`src/rtl/uint8_pkg.sv`:
```
// Shared definitions for the uint8 row-drain datapath.
//   U8_W         : width of one uint8 lane
//   state_t      : drain FSM encoding (ST_IDLE / ST_DRAIN)
//   LANE_MSB_OFS : offset of a lane's MSB inside its 8-bit slice of a row
package uint8_pkg;

  localparam int U8_W = 8;

  localparam int LANE_MSB_OFS = 0;

  typedef enum logic {
    ST_IDLE  = 1'b0,
    ST_DRAIN = 1'b1
  } state_t;

endpackage

```
`src/rtl/uint8_lane_sel.sv`:
```
// Combinational N-to-1 byte mux: picks lane 'idx' out of a packed row.
// Lane k occupies row[8k +: 8], with bit 8k as the lane MSB.
// Ports:
//   row  : N packed uint8 lanes
//   idx  : lane select (values >= N return 0)
//   lane : selected byte, bit 0 is the MSB
module uint8_lane_sel
  import uint8_pkg::*;
#(
  parameter int N    = 4,
  parameter int IDXW = 4
) (
  input  logic [0:U8_W*N-1] row,
  input  logic [IDXW-1:0]   idx,
  output logic [0:U8_W-1]   lane
);

  always_comb begin
    lane = '0;
    for (int k = 0; k < N; k++) begin
      if (idx == IDXW'(k)) begin
        lane = row[U8_W*k + LANE_MSB_OFS +: U8_W];
      end
    end
  end

endmodule

```
`src/rtl/uint8_row_drain.sv`:
```
// Row drain: accepts one row of N uint8 lanes in a single load handshake
// and streams the lanes out one byte per valid/ready beat, lane 0 first.
// Optional build macro UINT8_ROW_DRAIN_SHADOW_EN adds a one-row shadow
// buffer so a following row can be queued during a drain and emitted with
// no bubble cycle.
// Ports:
//   clk, rst                : clock, asynchronous active-high reset
//   load_valid / load_ready : row load handshake, row_in sampled on it
//   row_in                  : N lanes, lane k = row_in[8k +: 8], bit 8k MSB
//   out_valid / out_ready   : beat handshake
//   out_data                : current lane byte (bit 0 MSB)
//   out_idx                 : current lane number, zero-extended
//   out_last                : current beat is lane N-1
module uint8_row_drain
  import uint8_pkg::*;
#(
  parameter int N    = 4,
  parameter int IDXW = 4
) (
  input  logic              clk,
  input  logic              rst,
  input  logic              load_valid,
  output logic              load_ready,
  input  logic [0:8*N-1]    row_in,
  output logic              out_valid,
  input  logic              out_ready,
  output logic [0:7]        out_data,
  output logic [0:IDXW-1]   out_idx,
  output logic              out_last
);

  localparam logic [IDXW-1:0] LAST_IDX = IDXW'(N - 1);

  state_t              state_q, state_d;
  logic [IDXW-1:0]     cnt_q, cnt_d;
  logic [0:U8_W*N-1]   row_q, row_d;
  logic [0:U8_W-1]     lane_byte;
  logic                load_hs;
  logic                beat_hs;
  logic                at_last;

`ifdef UINT8_ROW_DRAIN_SHADOW_EN
  logic [0:U8_W*N-1]   shadow_q, shadow_d;
  logic                shadow_full_q, shadow_full_d;
`endif

  uint8_lane_sel #(
    .N    (N),
    .IDXW (IDXW)
  ) u_lane_sel (
    .row  (row_q),
    .idx  (cnt_q),
    .lane (lane_byte)
  );

  always_ff @(posedge clk or posedge rst) begin
    if (rst) begin
      state_q <= ST_IDLE;
      cnt_q   <= '0;
      row_q   <= '0;
    end else begin
      state_q <= state_d;
      cnt_q   <= cnt_d;
      row_q   <= row_d;
    end
  end

`ifdef UINT8_ROW_DRAIN_SHADOW_EN
  always_ff @(posedge clk or posedge rst) begin
    if (rst) begin
      shadow_q      <= '0;
      shadow_full_q <= 1'b0;
    end else begin
      shadow_q      <= shadow_d;
      shadow_full_q <= shadow_full_d;
    end
  end
`endif

  // Outputs are gated by DRAIN so idle cycles present zeros, not stale lanes.
  always_comb begin
    out_valid = (state_q == ST_DRAIN);
    at_last   = (cnt_q == LAST_IDX);
    out_data  = out_valid ? lane_byte : '0;
    out_idx   = out_valid ? cnt_q : '0;
    out_last  = out_valid & at_last;
`ifdef UINT8_ROW_DRAIN_SHADOW_EN
    load_ready = !shadow_full_q;
`else
    load_ready = (state_q == ST_IDLE);
`endif
    load_hs = load_valid & load_ready;
    beat_hs = out_valid & out_ready;
  end

  always_comb begin
    state_d = state_q;
    cnt_d   = cnt_q;
    row_d   = row_q;
`ifdef UINT8_ROW_DRAIN_SHADOW_EN
    shadow_d      = shadow_q;
    shadow_full_d = shadow_full_q;
`endif
    unique case (state_q)
      ST_IDLE: begin
        if (load_hs) begin
          row_d   = row_in;
          cnt_d   = '0;
          state_d = ST_DRAIN;
        end
      end
      ST_DRAIN: begin
`ifdef UINT8_ROW_DRAIN_SHADOW_EN
        // On the last beat the next row (queued or arriving right now)
        // becomes active without leaving DRAIN, so no bubble is inserted.
        // A load can never coincide with a full shadow since load_ready=0.
        if (beat_hs && at_last) begin
          cnt_d = '0;
          if (shadow_full_q) begin
            row_d         = shadow_q;
            shadow_full_d = 1'b0;
          end else if (load_hs) begin
            row_d = row_in;
          end else begin
            state_d = ST_IDLE;
          end
        end else begin
          if (beat_hs) begin
            cnt_d = cnt_q + IDXW'(1);
          end
          if (load_hs) begin
            shadow_d      = row_in;
            shadow_full_d = 1'b1;
          end
        end
`else
        if (beat_hs) begin
          if (at_last) begin
            cnt_d   = '0;
            state_d = ST_IDLE;
          end else begin
            cnt_d = cnt_q + IDXW'(1);
          end
        end
`endif
      end
      default: begin
        state_d = ST_IDLE;
      end
    endcase
  end

endmodule
```
`config.mk`:
```
export PLATFORM = sky130hd
export DESIGN_NAME = uint8_row_drain
export DESIGN_NICKNAME = d
export VERILOG_FILES = /design/src/rtl/uint8_pkg.sv /design/src/rtl/uint8_lane_sel.sv /design/src/rtl/uint8_row_drain.sv
export SDC_FILE = /design/constraint.sdc
export NUM_CORES = 1
export LEC_CHECK = 0
export CAP_MARGIN = 20
export CORE_UTILIZATION = 54
export CTS_BUF_LIST = sky130_fd_sc_hd__clkbuf_4
export CTS_CLUSTER_DIAMETER = 200
export DETAILED_ROUTE_END_ITERATION = 7
export PLACE_DENSITY = 0.95
export SLEW_MARGIN = 20
export SYNTH_ARGS = -nofsm -noshare
export SYNTH_HDL_FRONTEND = slang
export SYNTH_SLANG_ARGS = --single-unit
```
`constraint.sdc`:
```
create_clock -name clk -period 3.4 [get_ports clk]
set_input_delay 0.68 -clock clk [delete_from_list [all_inputs] [get_ports clk]]
set_output_delay 0.68 -clock clk [all_outputs]
set_load 0.02 [all_outputs]
```
==> impl_metrics.toml, run 1 <==
[outcome]
outcome = "finished clean"

[cts]
cts_made_buffers = 5
clock_latency_ns = 0.35
cts_hold_buf = 0
cts_tree = "yes"
cts.path.max_buffers = 2
cts_htree_levels = 2
cts_root_buf = "clkbuf_4"
cts.clk_slew.worst_paths_ns = 0.10
clkSinkCount = 37

[timing]
slew_violations = 0
fin_ws_ns = 0.0902
hold_violations = 0
period_share_pct = 97.3
worst_pin_slew_ns = 0.739
fin_crit_ns = 3.31
skew_ns = 0.00263
tns_ns = 0
timing.fmax_ghz = 0.302
setup_viol = 0
relSlewSlack_pct = 50.7

[setup_path]
slowest_delay_ns = 0.61
worst-path-max-fanout = 10
arrival_ns = 2.63
critPathCapture = "out_data[2]"
worstPathRequired_ns = 2.72
reg2reg_to = "row_q[24]"
reg2reg_slack_ns = 1.79
crit_start = "cnt_q[1]"
r2r-start = "out_valid"
critPathKind = "register to output pin"
crit_family = "buffers and inverters"
worstSetupStartpointType = "register"
cp_slowest_cell = "clkdlybuf4s50_1"
cp.depth = 7
end_kind = "output pin"
path_buf_inv = 3
r2r.worst_path.cells = 3
path_cells = "inv_1 > ha_1 > nor4b_4 > buf_4 > o2bb2ai_1 > a32o_1 > clkdlybuf4s50_1"

[floorplan]
core_region_area_um2 = 3360
io_pins = 51
die_w_um = 61.4
initial_core_util_pct = 56.6
num_rows = 21
die_h_um = 61.4
die_area_um2 = 3770

[yosys]
ys_seq_elements = 37
yosys_warnings = 0
synth_ff_type = "dfrtp_1"
syn_nets = 195
ys_types = 32
syn_area_um2 = 1900
synth_edf_count = 0
syn_inst = 155
synth_top_area_share_pct = 48.7
async_reset_ff_share_pct = 100
synth_top_cell_by_area = "dfrtp_1"
syn_area_per_cell_um2 = 12.3
netlist_top_cells_area = "dfrtp_1 49%, mux2_2 18%, a32o_1 4.2%, buf_6 3.6%, o2bb2ai_1 3.2%"
ys_seq_area_share_pct = 48.7

[detailed_routing]
routedWlPerCell_um = 16.3
vias = 1419
m1WireLength_mm = 1.73
wl_met3_um = 207
drt_first_pass_iters = 4
wl_met2_mm = 2.06
vias_per_cell = 5.65
ant_nets = 0
totalWireLength_mm = 4.09
drtIter0Drc = 89
top_layer = "met4"
drc_errors = 0

[power_and_ir_drop]
p_leak_nw = 1.01
p_clk_share_pct = 9.0
pwr_density_cell_nw_per_um2 = 1000
swShare_pct = 39.4
seqPwrFrac_pct = 34.2
ir_worst_vdd_v = 0.000633
p_comb_share_pct = 56.8
power.internal_w = 0.00149
power.switching_w = 0.000965

[global_route]
grt_use_total_pct = 25.0
antenna_found_initial = 0
grt_max_degree = 21
overflow = 0
grt_pass1_wl_mm = 6.57
grt_pass1_vias = 1423

[placement]
placed_area_um2 = 2390
placed_cells = 243
dp_hpwl_mm = 3.05
place_ws_ns = 0.495
gp_congestion = 0.793
port_buffers = 50

[layout]
final_area_um2 = 2450
drive_above_1_share_pct = 23.4
fin_nets = 245
layout_commonest_cell = "clkdlybuf4s50_1"
num_antenna_cells = 0
finalNonFillerCells = 251
layout_common_cells = "50 x clkdlybuf4s50_1, 37 x dfrtp_1, 31 x mux2_2, 10 x o21ai_0, 9 x a21oi_1"
final_core_utilization_pct = 72.8
syn2layout_area_growth_pct = 28.7

[run]
drv_cap = 0

[worst_hold_path]
holdCritPathClass = "register to register"
## power groups by stage
stage               logic (W)  clock network (W)  registers, W
floorplan            0.000990                  0      0.000766
CTS                   0.00138           0.000224      0.000833
global route          0.00150           0.000249      0.000861
detailed placement    0.00137                  0      0.000842
finish                0.00139           0.000221      0.000837
global placement      0.00134                  0      0.000832
## registers in the layout, summed over array words and instances, names as in the netlist
register and cells:
row_q 32, cnt_q 4, out_valid 1
## worst min path at each step
stage,from,cells past startpoint,endpoint
6_report,row_q[16],1,row_q[16]
2_1_floorplan,row_q[11],1,row_q[11]
3_3_place_gp,row_q[31],1,row_q[31]
3_5_place_dp,row_q[16],1,row_q[16]
5_1_grt,row_q[16],1,row_q[16]
4_1_cts,row_q[16],1,row_q[16]
## cells in the mapped netlist, types with 2 or more instances
library cell   n
nor2_1         3
ha_1           4
a32o_1         8
clkbuf_1       2
nor2b_1        8
o2bb2ai_1      7
buf_4          2
inv_1          6
mux2_2        31
nand2_1        4
dfrtp_1       37
a21oi_1        9
o21ai_0       10
buf_6          6
## metal layers
metal	global-route usage (%)	vias up
li1	-	668
met5	0	-
met1	32.0	687
met3	5.04	8
met4	11.4	0
met2	41.1	56
## timing repair
action                                 in CTS  in global routing
setup endpoints to repair                   0                  7
endpoints found under the hold margin       0                  0
gates resized for setup                     0                  1
buffers inserted                            0                  1
## worst register-to-register path, stage by stage (launching register included)
cell and delay, ns:
dfrtp_1 0.63, nor2b_2 0.23, buf_4 0.27, mux2_2 0.38
## cells by family after synthesis
logic type / synth area share, %
buffers and inverters: 6.18
DFF: 48.7
and+or+nand+nor: 8.22
adders and majority gates: 2.63
muxes: 18.3
AOI/OAI and AO/OA: 16.0
## final cells by class
cell class              count  area [um^2]
fillers                   258          913
clock inverters             1         3.75
clock buffers               6         45.0
well taps                  46         57.6
inverters                   6         22.5
flip-flops and latches     37          926
repair buffers             54          531
multi-input cells         101          865
## per-stage QoR
| stage | hold slack (ns) | power [W] |
|---|---|---|
| after floorplan | 0.481 | 0.00176 |
| after global placement | 0.493 | 0.00217 |
| after detailed placement | 0.499 | 0.00221 |
| after CTS | 0.523 | 0.00244 |
| after global routing | 0.533 | 0.00261 |
| final | 0.520 | 0.00245 |
Note: power is estimated with default switching activity, not from simulation.
==> run 2, diff against run 1 <==
Settings changed: RECOVER_POWER set to 25.
==> run 2 against run 1 <==
Fmax unchanged. Total power shrank 0.11%. Clock-buffer cell count unchanged. Combinational power is essentially flat. Sequential cell count is the same. Non-clock buffer count did not move. Cell count unchanged. Worst setup slack hardly changed. Clock power about the same. Wire length barely moved. Register-to-register slack got worse by 0.34 ns. Critical path depth did not move. Critical endpoint unchanged.
==> impl_metrics.toml, run 2 (synthesized netlist as in run 1, its figures left out) <==
[outcome]
outcome = "finished clean"

[setup_path]
arrival_ns = 2.63
r2r.worst_path.cells = 3
cp.depth = 7
cp_slowest_cell = "clkdlybuf4s50_1"
crit_family = "buffers and inverters"
end_kind = "output pin"
worstPathRequired_ns = 2.72
critPathKind = "register to output pin"
path_buf_inv = 3
slowest_delay_ns = 0.61
worstSetupStartpointType = "register"
path_cells = "inv_1 > ha_1 > nor4b_4 > buf_4 > o2bb2ai_1 > a32o_1 > clkdlybuf4s50_1"
worst-path-max-fanout = 10

[placement]
port_buffers = 50
gp_congestion = 0.793
placed_area_um2 = 2390
dp_hpwl_mm = 3.05

[floorplan]
die_w_um = 61.4
io_pins = 51
die_area_um2 = 3770
initial_core_util_pct = 56.6
num_rows = 21
core_region_area_um2 = 3360
die_h_um = 61.4

[timing]
relSlewSlack_pct = 50.7
timing.fmax_ghz = 0.302
fin_crit_ns = 3.31
worst_pin_slew_ns = 0.739
skew_ns = 0.00263
holdWs_ns = 0.520
setup_viol = 0
period_share_pct = 97.3
slew_violations = 0
hold_violations = 0
tns_ns = 0

[global_route]
overflow = 0
grt_pass1_vias = 1423
grt_use_total_pct = 25.0
antenna_found_initial = 0
grt_pass1_wl_mm = 6.57
grt_max_degree = 21

[detailed_routing]
ant_nets = 0
vias_per_cell = 5.66
drc_errors = 0
vias = 1420
drtIter0Drc = 89
totalWireLength_mm = 4.08
drt_first_pass_iters = 4
routedWlPerCell_um = 16.3

[cts]
cts_hold_buf = 0
cts_root_buf = "clkbuf_4"
clock_latency_ns = 0.35
cts.path.max_buffers = 2
cts.clk_slew.worst_paths_ns = 0.10
cts_tree = "yes"
clkSinkCount = 37
cts_htree_levels = 2
cts_made_buffers = 5

[layout]
layout_common_cells = "48 x clkdlybuf4s50_1, 37 x dfrtp_1, 31 x mux2_2, 10 x o21ai_0, 9 x a21oi_1"
fin_nets = 245
num_antenna_cells = 0
nFillCells = 260
drive_above_1_share_pct = 22.9
layout_commonest_cell = "clkdlybuf4s50_1"
largest_register = "row_q"
syn2layout_area_growth_pct = 28.5
final_area_um2 = 2450
largest_reg_flops = 32

[worst_hold_path]
hold_depth = 1
holdCritPathClass = "register to register"

[power_and_ir_drop]
pwr_density_cell_nw_per_um2 = 1000
p_leak_nw = 1.00
ir_worst_vdd_v = 0.000633
p_total_w = 0.00245

[run]
drv_cap = 0
## run 2: cell count changes in the layout (fill, tap and decap cells not counted)
cell | before | now
buf_4 | 4 | 3
clkbuf_1 | 0 | 1
clkdlybuf4s50_1 | 50 | 48
dlygate4sd3_1 | 0 | 2
## run 2: routing by layer
metal | share of wire [%] | GRT usage [%] | vias up
met1 | 42 | 32.0 | 689
met3 | 4.8 | 5.04 | 8
met5 | 0 | 0 | -
met2 | 51 | 41.1 | 56
li1 | - | - | 667
met4 | 2.2 | 11.4 | 0
## run 2: repair_timing
item	4_1_cts	5_1_grt
gates resized for setup	0	1
buffers inserted	0	1
endpoints found under the setup margin	0	7
## run 2: worst register-to-register path, stage by stage, from the launching register on
cell and delay (ns):
dfrtp_1 0.63, nor2b_2 0.23, clkbuf_1 0.57, mux2_2 0.42
## run 2: worst paths after layout
path	startpoint	to	slack, ns
setup / recovery	cnt_q[1]	out_data[2]	0.09
hold / removal	row_q[16]	row_q[16]	0.52
setup reg to reg	out_valid	row_q[4]	1.45
hold reg to reg	row_q[16]	row_q[16]	0.52
max in group asynchronous	rst	row_q[4]	1.78
min in group asynchronous	rst	row_q[6]	0.89
## run 2: metrics by stage
stage	util [%]	setup slack [ns]	instances
floorplan	-	1.12	155
global placement	71.1	0.522	243
detailed placement	71.1	0.495	243
CTS	72.5	0.107	250
global route	72.7	-0.0278	251
finish	72.7	0.0902	251
## run 2: report_power, final
group / leakage, nW / internal (W) / switching [W]
registers: 0.448 / 0.000656 / 0.000181
logic: 0.525 / 0.000743 / 0.000646
clock network: 0.0292 / 0.0000830 / 0.000138
total: 1.00 / 0.00148 / 0.000965
## run 2: area by class of cell
| cell class | count | area (um^2) | share of cell area [%] |
|---|---|---|---|
| clock buffers | 6 | 45.0 | 1.84 |
| inverters | 6 | 22.5 | 0.921 |
| clock inverters | 1 | 3.75 | 0.153 |
| well taps | 46 | 57.6 | 2.35 |
| multi-input cells | 101 | 865 | 35.3 |
| repair buffers | 54 | 527 | 21.5 |
| flip-flops and latches | 37 | 926 | 37.9 |
